`src/rtl/team_06_audio_gain_gate.sv`:
```
`default_nettype none
// ============================================================================
//  Module   : team_06_audio_gain_gate
//  Purpose  : Microphone sample conditioning. A noise gate with a hold timer,
//             then mute / push-to-talk gating, then volume/8 gain with
//             saturation. Fixed 2-cycle pipeline, one sample per cycle.
//  Revision : 1.0 - initial release
// ============================================================================
module team_06_audio_gain_gate #(
   parameter logic [7:0]  THRESH       = 8'd12,
   parameter logic [15:0] HOLD_SAMPLES = 16'd800,
   parameter logic        PTT_REQUIRED = 1'b1
) (
   input  logic       clk,
   input  logic       nrst,
   input  logic [7:0] sample_in,
   input  logic       sample_valid,
   input  logic [3:0] volume,
   input  logic       ptt,
   input  logic       noise_gate,
   input  logic       mute,
   output logic [7:0] sample_out,
   output logic       out_valid,
   output logic       gate_open
);

   typedef enum logic [1:0] {
      ST_CLOSED = 2'd0,
      ST_OPEN   = 2'd1,
      ST_HOLD   = 2'd2
   } gate_state_t;

   gate_state_t state, state_nxt;
   logic [15:0] hold_cnt, hold_cnt_nxt, hold_cnt_inc;
   logic [7:0]  mag;
   logic        loud;
   logic        pass1_nxt;

   logic        s1_valid;
   logic [7:0]  s1_sample;
   logic        s1_pass;

   logic signed [11:0] prod;
   logic signed [11:0] scaled;
   logic [7:0]         sat;
   logic               pass;

   // |sample|, with -128 clamped to 127 so it fits the unsigned 7-bit range
   always_comb begin
      mag = sample_in;
      if (sample_in == 8'h80)
         mag = 8'd127;
      else if (sample_in[7])
         mag = ~sample_in + 8'd1;
   end

   assign loud         = (mag >= THRESH);
   assign hold_cnt_inc = (hold_cnt == 16'hFFFF) ? hold_cnt : hold_cnt + 16'd1;

   // Gate state and below-threshold counter registers
   always_ff @(posedge clk or negedge nrst) begin
      if (!nrst) begin
         state    <= ST_CLOSED;
         hold_cnt <= 16'd0;
      end else begin
         state    <= state_nxt;
         hold_cnt <= hold_cnt_nxt;
      end
   end

   // Gate next state; only valid samples move the FSM. A HOLD_SAMPLES of 0
   // is treated like 1 (close on the first quiet sample).
   always_comb begin
      state_nxt    = state;
      hold_cnt_nxt = hold_cnt;
      if (sample_valid) begin
         if (!noise_gate) begin
            state_nxt    = ST_OPEN;
            hold_cnt_nxt = 16'd0;
         end else begin
            case (state)
               ST_CLOSED: begin
                  if (loud) begin
                     state_nxt    = ST_OPEN;
                     hold_cnt_nxt = 16'd0;
                  end
               end
               ST_OPEN: begin
                  if (!loud) begin
                     hold_cnt_nxt = 16'd1;
                     state_nxt    = (HOLD_SAMPLES <= 16'd1) ? ST_CLOSED : ST_HOLD;
                  end
               end
               ST_HOLD: begin
                  if (loud) begin
                     state_nxt    = ST_OPEN;
                     hold_cnt_nxt = 16'd0;
                  end else begin
                     hold_cnt_nxt = hold_cnt_inc;
                     state_nxt    = (hold_cnt_inc >= HOLD_SAMPLES) ? ST_CLOSED : ST_HOLD;
                  end
               end
               default: begin
                  state_nxt    = ST_CLOSED;
                  hold_cnt_nxt = 16'd0;
               end
            endcase
         end
      end
   end

   assign pass1_nxt = (state_nxt != ST_CLOSED);
   assign gate_open = (state != ST_CLOSED);

   // Stage 1: capture the sample together with the gate decision
   always_ff @(posedge clk or negedge nrst) begin
      if (!nrst) begin
         s1_valid  <= 1'b0;
         s1_sample <= 8'd0;
         s1_pass   <= 1'b0;
      end else begin
         s1_valid <= sample_valid;
         if (sample_valid) begin
            s1_sample <= sample_in;
            s1_pass   <= pass1_nxt;
         end
      end
   end

   // Stage 2 gain: sample * volume / 8, floor division, clamped to 8 bits
   assign prod   = $signed({{4{s1_sample[7]}}, s1_sample}) * $signed({8'd0, volume});
   assign scaled = prod >>> 3;
   assign pass   = s1_pass & ~mute & (ptt | ~PTT_REQUIRED);

   // Saturate the scaled product to [-128, 127]
   always_comb begin
      sat = scaled[7:0];
      if (scaled > 12'sd127)
         sat = 8'h7F;
      else if (scaled < -12'sd128)
         sat = 8'h80;
   end

   // Stage 2: output register; sample_out holds between valid strobes
   always_ff @(posedge clk or negedge nrst) begin
      if (!nrst) begin
         out_valid  <= 1'b0;
         sample_out <= 8'd0;
      end else begin
         out_valid <= s1_valid;
         if (s1_valid)
            sample_out <= pass ? sat : 8'd0;
      end
   end

endmodule
`default_nettype wire

```
`config.mk`:
```
export PLATFORM = sky130hd
export DESIGN_NAME = team_06_audio_gain_gate
export DESIGN_NICKNAME = d
export VERILOG_FILES = /design/src/rtl/team_06_audio_gain_gate.sv
export SDC_FILE = /design/constraint.sdc
export NUM_CORES = 1
export LEC_CHECK = 0
export BUFFER_PORTS_ARGS = -buffer_cell sky130_fd_sc_hd__buf_2
export CAP_MARGIN = 20
export CORE_MARGIN = 2
export CORE_UTILIZATION = 35
export CTS_BUF_LIST = sky130_fd_sc_hd__clkbuf_4 sky130_fd_sc_hd__clkbuf_8
export CTS_CLUSTER_DIAMETER = 30
export DETAILED_ROUTE_END_ITERATION = 12
export PLACE_DENSITY = 0.62
export SYNTH_ARGS = -nofsm -noshare
export SYNTH_HDL_FRONTEND = slang
export SYNTH_SLANG_ARGS = --single-unit
```
`constraint.sdc`:
```
create_clock -name clk -period 6.5 [get_ports clk]
set_input_delay 0.975 -clock clk [delete_from_list [all_inputs] [get_ports clk]]
set_output_delay 0.975 -clock clk [all_outputs]
set_load 0.01 [all_outputs]
```
==> results of run 1 <==
per-stage QoR:
stage	std cells	setup slack, ns	hold slack (ns)	total power [mW]	util
6_report	538	1.86	0.534	0.862	0.392
5_1_grt	538	1.52	0.567	0.943	0.392
4_1_cts	538	1.88	0.541	0.873	0.392
3_5_place_dp	531	1.58	0.530	0.705	0.383
3_3_place_gp	531	1.66	0.523	0.697	0.383
2_1_floorplan	380	2.01	0.352	0.596	-
final timing paths:
kind | to | cells after the start
min in group asynchronous | sample_out[5] | 1
max reg2reg | sample_out[3] | 15
max in group asynchronous | hold_cnt[11] | 1
max | sample_out[3] | 16
min | sample_out[7] | 2
min reg2reg | sample_out[7] | 2
cell families after synthesis:
family / count (synthesis) / share of synthesized area
AOI/OAI and AO/OA: 91 / 0.199
xor gates and xnor gates: 14 / 0.0359
adders and majority gates: 41 / 0.186
buffers and inverters: 58 / 0.0671
DFF: 37 / 0.271
muxes: 14 / 0.0444
and+or+nand+nor: 125 / 0.197
cell usage in the layout (no fill, tap or decap), types with 3 or more instances in the layout:
master | netlist | layout
a21o_1 | 6 | 6
a21oi_1 | 17 | 17
a31oi_1 | 7 | 7
and2_1 | 22 | 22
and3_1 | 4 | 4
buf_2 | 3 | 27
clkbuf_8 | 0 | 6
dfrtp_1 | 37 | 37
fa_1 | 16 | 16
ha_1 | 25 | 25
inv_1 | 47 | 47
mux2_2 | 9 | 9
mux2i_1 | 5 | 5
nand2_1 | 29 | 29
nand3_1 | 15 | 15
nand4_1 | 5 | 5
nor2_1 | 18 | 18
nor2b_1 | 5 | 5
nor3_1 | 7 | 7
nor4_1 | 7 | 7
o211ai_1 | 3 | 3
o21a_1 | 4 | 4
o21ai_0 | 12 | 12
o21ai_1 | 4 | 4
o21bai_1 | 3 | 3
o221ai_1 | 5 | 5
o22a_1 | 3 | 3
o2bb2ai_1 | 3 | 3
o31ai_1 | 5 | 5
o41ai_2 | 4 | 4
xnor2_1 | 11 | 11
xor2_1 | 3 | 3
sequential cells by signal, indices dropped and copies added, names as in the netlist:
name and cells:
s1_valid 1, state 2, s1_sample 8, out_valid 1, s1_pass 1, sample_out 8, hold_cnt 16
metal layers:
metal | vias up | track usage | routed length (µm)
met5 | - | 0 | 0
met4 | 0 | 0.0466 | 135
met3 | 14 | 0.0298 | 265
met2 | 59 | 0.242 | 3190
met1 | 1318 | 0.206 | 3700
li1 | 1403 | - | -
cell type report:
class,instances,area [µm²]
clock buffer,6,82.6
inverter,48,180
sequential,37,926
fill,989,5830
multi-input combinational,285,2260
timing repair buffer,28,143
tap,133,166
clock inverter,1,7.51
power by group through the flow:
stage	Clock (mW)	Combinational (mW)	Sequential, mW
after floorplan	0	0.304	0.292
after global placement	0	0.408	0.289
after detailed placement	0	0.415	0.291
after CTS	0.171	0.416	0.286
after global routing	0.180	0.472	0.290
final	0.163	0.414	0.286
worst max-delay path: stages:
cell and delay [ns]:
buf_2 0.13, and2_1 0.14, ha_1 0.28, inv_1 0.05, fa_1 0.50, fa_1 0.55, inv_1 0.04, ha_1 0.34
a21oi_1 0.16, o21ai_1 0.13, a2111oi_1 0.55, nor2_1 0.18, or4_1 0.42, nand3_1 0.15, inv_2 0.08, o221ai_1 0.17
==> metrics.md, run 1 <==
| Metric | Value |
|---|---|
| LEAKAGE | around 1.8 nW |
| Initial antenna violation count | 0 |
| Clock Pin Slew Worst Setup and Hold Paths | approximately 0.070 ns |
| DRT iter0 DRCs | 160 |
| Routed WL per cell | 13.5 µm |
| Comb pwr share | 0.480 |
| Yosys top cell by area | dfrtp_1 |
| Chip height | approximately 100 µm |
| Largest net degree at the start of global routing | 38 |
| Switching share of power | 0.391 |
| Row cnt | 36 |
| Synthesized area per cell | 8.98 µm² |
| Area growth syn-to-layout | 10.3% |
| Unrepaired setup endpoints after global routing | false |
| Detail Route Antenna Nets | 0 |
| Hold Vio Cnt, Final | 0 |
| CTS tree | built |
| Antenna diode count | 0 |
| Fmax | roughly 220 MHz |
| CP Launch Type | primary input |
| GRT Total Usage | 0.151 |
| NetSw | between 0.3 and 0.4 mW |
| Yosys warns | 0 |
| Drt drc | 0 |
| Clock Skew | 0.00774 ns |
| Vias in the first global route | around 2,700 |
| Initial core utilization | 0.356 |
| Setup crit start | volume[2] |
| CTS Buf Count | 5 |
| Final net count | roughly 460 |
| # setup viols final | 0 |
| Worst EP required | 6.70 ns |
| Share of cells above drive strength 1 | 0.136 |
| Netlist cell types | 57 |
| Synth top area cells | dfrtp_1 (27%), fa_1 (9.4%), ha_1 (9.2%) |
| Dpl hpwl | approximately 5.8 mm |
| # clock sinks | 37 |
| Final Wtd Congestion | 0.879 |
| Clk buf depth | 2 |
| Actual slew at the worst max-slew pin | between 0.8 and 0.9 ns |
| Post CTS Setup Buffer Count | 0 |
| Crit path arrival time | a little under 5 ns |
| Die area | ~11,000 µm² |
| Hold_buf cts | 0 |
| Routed WL | between 7 and 8 mm |
| Synth top area share | 0.271 |
| Final period utilization | 0.714 |
| Post-synthesis sequential area ratio | 0.271 |
| Endpoint type of the worst setup path | register |
| Peak VDD IR | ~0.00009 V |
| FF+latch count, synth | 37 |
| Mapped cell area | about 3400 µm² |
| Via density | roughly 5.2 |
| CP Class | primary input to register |
| CP max FO | 8 |
| Detailed-router iteration count before antenna repair | 4 |
| P_int | around 0.52 mW |
| Post-synth EDFFs | 0 |
| PD cells | roughly 230 nW/µm² |
| Worst r2r src | s1_sample[1] |
| Asr flop ratio synth | 1.00 |
| Hold Crit Class | register to register |
| Clock Latency Late Sink | 0.29 ns |
| Max Cap Viol | 0 |
| Hold Startpoint | sample_out[7] |
| First-pass GRT wire length | roughly 13 mm |
| Via Count | around 2,800 |
| Top FF cell, synth | dfrtp_1 |
| Final setup TNS | 0 ns |
| Placed cell area | between 3000 and 4000 µm² |
| CORE AREA | roughly 9600 µm² |
| Synth cell count leaders | inv_1 (47), dfrtp_1 (37), nand2_1 (29) |
| Clock share of power | 0.189 |
| Min Tclk post-route | between 4 and 5 ns |
| Synth Instances | 380 |
| Syn_nets | about 440 |
| Post-route design area | roughly 3800 µm² |
| Max-slew violation count | 0 |
| Reg power frac | 0.331 |
| Rel. slew slack | 0.450 |
| Outcome | completed |
| # resized after CTS | 0 |
| Worst R2R Setup Slack | around 2.2 ns |
| Ports | 28 |
| PortBufs | 27 |
| Total grt overflow | 0 |
| CTS H-Tree Depth | 2 |
| Die W | just over 100 µm |
| Count leader, synth | inv_1 |
| Clk root buf | clkbuf_8 |
No activity file was read; power rests on OpenSTA's default activity.
==> run 2, diff against run 1 <==
--- a/config.mk
+++ b/config.mk
@@ -5,6 +5,7 @@
 export SDC_FILE = /design/constraint.sdc
 export NUM_CORES = 1
 export LEC_CHECK = 0
+export ABC_AREA = 1
 export BUFFER_PORTS_ARGS = -buffer_cell sky130_fd_sc_hd__buf_2
 export CAP_MARGIN = 20
 export CORE_MARGIN = 2
@@ -12,7 +13,7 @@
 export CTS_BUF_LIST = sky130_fd_sc_hd__clkbuf_4 sky130_fd_sc_hd__clkbuf_8
 export CTS_CLUSTER_DIAMETER = 30
 export DETAILED_ROUTE_END_ITERATION = 12
-export PLACE_DENSITY = 0.62
+export PLACE_DENSITY = 0.64
 export SYNTH_ARGS = -nofsm -noshare
 export SYNTH_HDL_FRONTEND = slang
 export SYNTH_SLANG_ARGS = --single-unit
==> constraint.sdc (replaced) <==
create_clock -name clk -period 3.87 [get_ports clk]
set_input_delay 0.5805 -clock clk [delete_from_list [all_inputs] [get_ports clk]]
set_output_delay 0.5805 -clock clk [all_outputs]
set_load 0.01 [all_outputs]
==> run 2 against run 1 <==
  * Power up 61%
  * First-iteration DRC count up 4.4%
  * Register-to-register slack worse by 2.0 ns
  * Die area up 1.3%
  * Synthesized cell count up 22%
  * Wire length up 0.16%
  * Hold slack worse by 0.14 ns
  * Critical endpoint is now sample_out[4]
  * Count of clock-buffer cells in the layout unchanged
==> metrics.md, run 2 <==
| Metric | Value |
|---|---|
| Outcome | completed |
| Fmax | 277 MHz |
| Reg2Reg Depth | 18 (+3) |
| Final period utilization | 0.933 |
| Share of cells above drive strength 1 | 0.169 (+0.0329) |
| Top FF cell, synth | dfrtp_1 |
| Clk root buf | clkbuf_8 |
| Post-synthesis mux area share | 0 (-0.0444) |
| Synth cell count leaders | nand2_1 (125), inv_1 (84), dfrtp_1 (37) |
| Rel. slew slack | 0.429 (-0.0206) |
| Detailed-router iteration count before antenna repair | 4 (unchanged) |
| Chip height | 103 µm (+0.65%) |
| Clock Skew | 0.00501 ns (-0.00272 ns) |
| Tot Pwr | 1.39 mW (+61%) |
| Final Wtd Congestion | 0.891 (+1.4%) |
| Synth top area share | 0.268 (-0.00363) |
| Multi-input gate area in the final layout | 2170 µm² (-3.7%) |
| PD cells | 356 nW/µm² (+55%) |
| Hold Vio Cnt, Final | 0 (unchanged) |
| PortBufs | 27 (unchanged) |
| Largest family of logic cells by synthesized area | simple AND/OR/NAND/NOR gates |
| Via Count | 2,881 (+3.1%) |
| Die area | 10,700 µm² (+1.3%) |
| Dpl hpwl | 5.81 mm (+0.98%) |
| DRT iter0 DRCs | 167 (+4.4%) |
| Vias in the first global route | 2,822 (+5.3%) |
| Synth Instances | 463 (+22%) |
| Synthesized area per cell | 7.47 µm² (-17%) |
| Final setup TNS | 0 ns (unchanged) |
| Synth top area cells | dfrtp_1 (27%), nand2_1 (14%), fa_1 (9.3%) |
| Worst Hold Margin | 0.397 ns (-0.137 ns) |
| CP Launch Type | register |
| Actual slew at the worst max-slew pin | 0.857 ns (+0.0310 ns) |
| Initial core utilization | 0.357 (+0.00147) |
| Crit path to | sample_out[4] |
| CP max FO | 5 (-3) |
| Max Cap Viol | 0 (unchanged) |
| Final net count | 556 (+20%) |
| CP Class | register to register |
| GRT Total Usage | 0.147 (-0.00329) |
| Clock Latency Late Sink | 0.29 ns (about the same) |
| Post-synthesis sequential area ratio | 0.268 (-0.00363) |
| Biggest regs | hold_cnt (16), s1_sample (8), sample_out (8) |
| Asr flop ratio synth | 1.00 (unchanged) |
| Commonest non-fill, non-tap cell in the layout | nand2_1 |
| Worst EP required | 4.04 ns (-2.66 ns) |
| Min Tclk post-route | between 3 and 4 ns |
| Synth Area in XOR/XNOR | 0.0543 (+0.0183) |
| Peak VDD IR | 0.000140 V (+54%) |
| Biggest register | hold_cnt |
| Syn_nets | 522 (+19%) |
| FILL cells | 997 (+0.81%) |
| Via density | 4.57 (-12%) |
| CTS H-Tree Depth | 2 (unchanged) |
| Die W | 103 µm (+0.65%) |
| Yosys warns | 0 (unchanged) |
| First-pass GRT wire length | 12.7 mm (+0.33%) |
| Yosys top cell by area | dfrtp_1 |
| Hold_buf cts | 0 (unchanged) |
| CORE AREA | 9680 µm² (+0.94%) |
| # clock sinks | 37 (unchanged) |
| Commonest cells after routing, fill and taps aside | nand2_1 (125), inv_1 (84), dfrtp_1 (36), buf_2 (27), nand3_1 (26) |
| Worst R2R Setup Slack | 0.26 ns (-1.96 ns) |
| Mapped cell area | 3460 µm² (+1.4%) |
| Clk buf depth | 2 (unchanged) |
| Area growth syn-to-layout | 13.1% |
| Post-Synth Simple-Gate Area | 0.278 (+0.0809) |
| Adder-cell area share of the yosys netlist | 0.183 (-0.00248) |
| # setup viols final | 0 (unchanged) |
| CTS Buf Count | 5 (unchanged) |
| Netlist cell types | 40 (-30%) |
| Detail Route Antenna Nets | 0 (unchanged) |
| Row cnt | 36 (unchanged) |
| Routed WL per cell | 11.6 µm (-15%) |
| LEAKAGE | 2.11 nW (+20%) |
| Routed WL | 7.30 mm (+0.16%) |
| Count leader, synth | nand2_1 |
| Clock Pin Slew Worst Setup and Hold Paths | 0.08 ns (about the same) |
| Endpoint type of the worst setup path | register |
| CTS tree | built |
| Drt drc | 0 (unchanged) |
| Total grt overflow | 0 (unchanged) |
| Compound-Gate Fraction of Synth Area | 0.106 (-0.0931) |
| FF+latch count, synth | 37 (unchanged) |
| Post-synth EDFFs | 0 (unchanged) |
| Initial antenna violation count | 0 (unchanged) |
| Crit path arrival time | 3.78 ns (-1.06 ns) |
| Worst r2r src | s1_sample[2] |
| Antenna diode count | 0 (unchanged) |
| Ports | 28 (unchanged) |
| Largest net degree at the start of global routing | 38 (unchanged) |
| Total area of sequential cells | 927 µm² (+0.14%) |
| Hold Crit Class | primary input to asynchronous set/reset pin |
| Setup crit start | s1_sample[2] |
| Max-slew violation count | 0 (unchanged) |
| Reg-to-reg endpoint | sample_out[4] |
| Max reg flops | 16 (unchanged) |
## run 2: where the power goes
part           switching (mW)  leakage (nW)  internal (mW)
sequential             0.0424         0.483          0.431
clock                   0.151        0.0574          0.210
combinational           0.336          1.57          0.222
total                   0.530          2.11          0.863
## run 2: worst min-delay path by stage
stage | startpoint | endpoint | slack [ns] | cells after the start
final | nrst | hold_cnt[15] | 0.40 | 1
after global routing | nrst | hold_cnt[8] | 0.48 | 1
after CTS | nrst | hold_cnt[8] | 0.43 | 1
after detailed placement | s1_valid | out_valid | 0.43 | 0
after global placement | s1_valid | out_valid | 0.44 | 0
after floorplan | nrst | hold_cnt[0] | 0.28 | 0
## run 2: stage by stage
stage          area [µm²]  setup slack (ns)  cells   util
5_1_grt              3910           -0.0111    631  0.404
4_1_cts              3870             0.200    629  0.399
3_5_place_dp         3750           -0.0777    621  0.387
2_1_floorplan        3460            0.0979    463      -
6_report             3910             0.261    631  0.404
3_3_place_gp         3750            0.0182    621  0.387
## run 2: critical path, stage by stage (launching register included)
cell and delay [ns]:
dfrtp_1 0.44, nand2_1 0.09, inv_1 0.04, ha_1 0.27, inv_1 0.06, fa_1 0.50
fa_1 0.54, inv_1 0.04, ha_1 0.35, a21o_1 0.22, nand3_1 0.08, nand3_2 0.08
a21oi_2 0.21, xor2_2 0.20, nand2_1 0.09, nand2_2 0.09, inv_2 0.06, nand2_1 0.06
nand3_1 0.07
## run 2: metal layers
metal,GRT usage,vias to the layer above,share of wire
li1,-,1523,-
met1,0.204,1311,0.51
met2,0.245,43,0.46
met3,0.0222,4,0.026
met4,0.0324,0,0.0075
met5,0,-,0
## run 2: logic make-up (layout without fill, tap and decap cells)
logic type,count (synthesis),count (layout)
and+or+nand+nor,209,209
buffers and inverters,97,132
AOI/OAI and AO/OA,61,61
DFF,37,37
xor gates and xnor gates,18,18
adders and majority gates,41,41
## run 2: area by class of cell
cell class,count,share of cell area
Multi-Input combinational cell,329,0.556
Clock inverter,2,0.00960
Inverter,91,0.0880
Tap cell,133,0.0425
Sequential cell,37,0.237
Timing Repair Buffer,33,0.0461
Clock buffer,6,0.0211
## run 2: timing repair
item / 4_1_cts / 5_1_grt
gates resized for setup: 0 / 5
endpoints found under the setup margin: 0 / 7
buffers inserted: 0 / 2
==> run 3, diff against run 2 <==
--- a/config.mk
+++ b/config.mk
@@ -5,7 +5,6 @@
 export SDC_FILE = /design/constraint.sdc
 export NUM_CORES = 1
 export LEC_CHECK = 0
-export ABC_AREA = 1
 export BUFFER_PORTS_ARGS = -buffer_cell sky130_fd_sc_hd__buf_2
 export CAP_MARGIN = 20
 export CORE_MARGIN = 2
==> run 3 against run 2 <==
  * Die area is 1.3% lower
  * Count of clock-buffer cells in the layout is 1 lower
  * Largest power group unchanged
  * Core utilization is 2.5 points higher
  * Register-to-register slack worse by 0.17 ns
  * Fmax is 5.0% lower
==> metrics.md, run 3 (synthesized netlist as in run 1, its figures left out) <==
| Metric | Value |
|---|---|
| Outcome | completed |
| LEAKAGE | 1.93 nW (-8.8%) |
| DRT iter0 DRCs | 125 (-25%) |
| Max Cap Viol | 0 (unchanged) |
| CORE AREA | 9590 µm² (-0.93%) |
| Clk buf depth | 2 (unchanged) |
| Total grt overflow | 0 (unchanged) |
| # clock sinks | 37 (unchanged) |
| Min Tclk post-route | 3.80 ns (+0.190 ns) |
| Biggest register | hold_cnt |
| Crit path arrival time | 4.01 ns (+0.23 ns) |
| Actual slew at the worst max-slew pin | 0.861 ns (+0.00409 ns) |
| Worst r2r src | s1_sample[2] |
| CP Launch Type | primary input |
| Hold Crit Class | primary input to asynchronous set/reset pin |
| Initial antenna violation count | 0 (unchanged) |
| Area growth syn-to-layout | 20.6% |
| Row cnt | 36 (unchanged) |
| Clock Latency Late Sink | 0.30 ns (about the same) |
| Clk root buf | clkbuf_8 |
| Largest net degree at the start of global routing | 38 (unchanged) |
| Drt drc | 0 (unchanged) |
| Final period utilization | 0.982 (+0.0490) |
| Detailed-router iteration count before antenna repair | 4 (unchanged) |
| Setup crit start | volume[2] |
| First-pass GRT wire length | 13.0 mm (+2.6%) |
| Commonest cells after routing, fill and taps aside | inv_1 (44), dfrtp_1 (37), buf_4 (32), nand2_1 (28), buf_2 (27) |
| PD cells | 400 nW/µm² (+12%) |
| CP Class | primary input to register |
| Final Wtd Congestion | 0.896 (+0.57%) |
| # setup viols final | 0 (unchanged) |
| Worst EP required | 4.08 ns (+0.04 ns) |
| Rel. slew slack | 0.426 (-0.00273) |
| Worst Hold Margin | 0.391 ns (-0.00649 ns) |
| Hold_buf cts | 0 (unchanged) |
| Biggest regs | hold_cnt (16), s1_sample (8), sample_out (8) |
| CTS H-Tree Depth | 2 (unchanged) |
| Peak VDD IR | 0.000143 V (+2.6%) |
| Routed WL | 7.79 mm (+6.8%) |
| Clock Skew | 0.00845 ns (+0.00344 ns) |
| Commonest non-fill, non-tap cell in the layout | inv_1 |
| Initial core utilization | 0.356 (-0.00147) |
| Dpl hpwl | 6.03 mm (+3.9%) |
| Antenna diode count | 0 (unchanged) |
| CTS tree | built |
| Endpoint type of the worst setup path | register |
| Max-slew violation count | 0 (unchanged) |
| Fmax | 263 MHz (-5.0%) |
| Via Count | 2,926 (+1.6%) |
| Via density | 5.13 (+12%) |
| Ports | 28 (unchanged) |
| Chip height | 103 µm (-0.64%) |
| PortBufs | 27 (unchanged) |
| GRT Total Usage | 0.152 (+0.00502) |
| Hold Vio Cnt, Final | 0 (unchanged) |
| Routed WL per cell | 13.7 µm (+18%) |
| Die area | 10,600 µm² (-1.3%) |
| Final setup TNS | 0 ns (unchanged) |
| Unrepaired setup endpoints after global routing | true |
| Vias in the first global route | 2,803 (-0.67%) |
| Max reg flops | 16 (unchanged) |
| CP max FO | 8 (+3) |
| Final net count | 495 (-11%) |
| Clock Pin Slew Worst Setup and Hold Paths | 0.08 ns (about the same) |
| Die W | 103 µm (-0.64%) |
| CTS Buf Count | 5 (unchanged) |
| Share of cells above drive strength 1 | 0.245 (+0.0762) |
| Detail Route Antenna Nets | 0 (unchanged) |
run 3: cell types whose count changed in the layout (fill, tap and decap cells not counted), moves of 7 or more:
cell     delta
nand2_1    -97
mux2_2      +9
buf_4      +26
and2_1     +22
inv_1      -40
xor2_1      -7
xnor2_1     +9
nand3_1    -12
o21ai_1     -7
run 3: layout make-up:
type                    count  area [µm²]
clock buffers               5        68.8
well taps                 133         166
flip-flops and latches     37         926
multi-input cells         285        2380
fillers                   952        5480
repair buffers             59         375
clock inverters             3        17.5
inverters                  48         183
run 3: stage by stage:
stage          utilization  area (µm²)  instances  worst slack (ns)  total power [mW]
2_1_floorplan            -        3490        380           0.00503              1.06
3_3_place_gp         0.412        3950        558            -0.211              1.32
3_5_place_dp         0.412        3950        558            -0.278              1.34
4_1_cts              0.421        4040        566            0.0237              1.62
5_1_grt              0.429        4120        570           -0.0930              1.79
6_report             0.429        4120        570            0.0713              1.65
run 3: repair_timing:
item | CTS | global route
setup buffers | 0 | 4
endpoints found under the setup margin | 0 | 8
resized for setup | 0 | 10
run 3: layer usage:
layer / GRT usage / vias to the layer above / wire length (µm)
li1: - / 1456 / -
met1: 0.213 / 1393 / 3780
met5: 0 / - / 0
met4: 0.0354 / 0 / 107
met3: 0.0292 / 10 / 320
met2: 0.247 / 67 / 3590
run 3: path summary, 6_finish.rpt:
path	endpoint	slack, ns	cells past startpoint
worst min-delay path	sample_out[6]	0.39	1
worst max-delay path	sample_out[3]	0.07	14
worst min register to register	sample_out[7]	0.54	2
min in group clk	sample_out[7]	0.54	2
max in group asynchronous	s1_sample[7]	2.93	1
worst max register to register	sample_out[3]	0.09	16
run 3: power breakdown:
group	total (mW)	leakage, nW	switching, mW	internal, mW
combinational	0.896	1.40	0.459	0.437
sequential	0.474	0.479	0.0366	0.438
clock	0.277	0.0439	0.153	0.125
total	1.65	1.93	0.648	0.999
run 3: critical path, cell delays in order:
cell and delay (ns):
buf_2 0.14, and2_1 0.15, ha_1 0.31, fa_1 0.52
fa_1 0.42, ha_1 0.31, a21o_1 0.16, a21o_1 0.23
a2111oi_4 0.27, nor2_2 0.09, or4_1 0.44, nand3_2 0.15
inv_4 0.06, o221ai_1 0.17
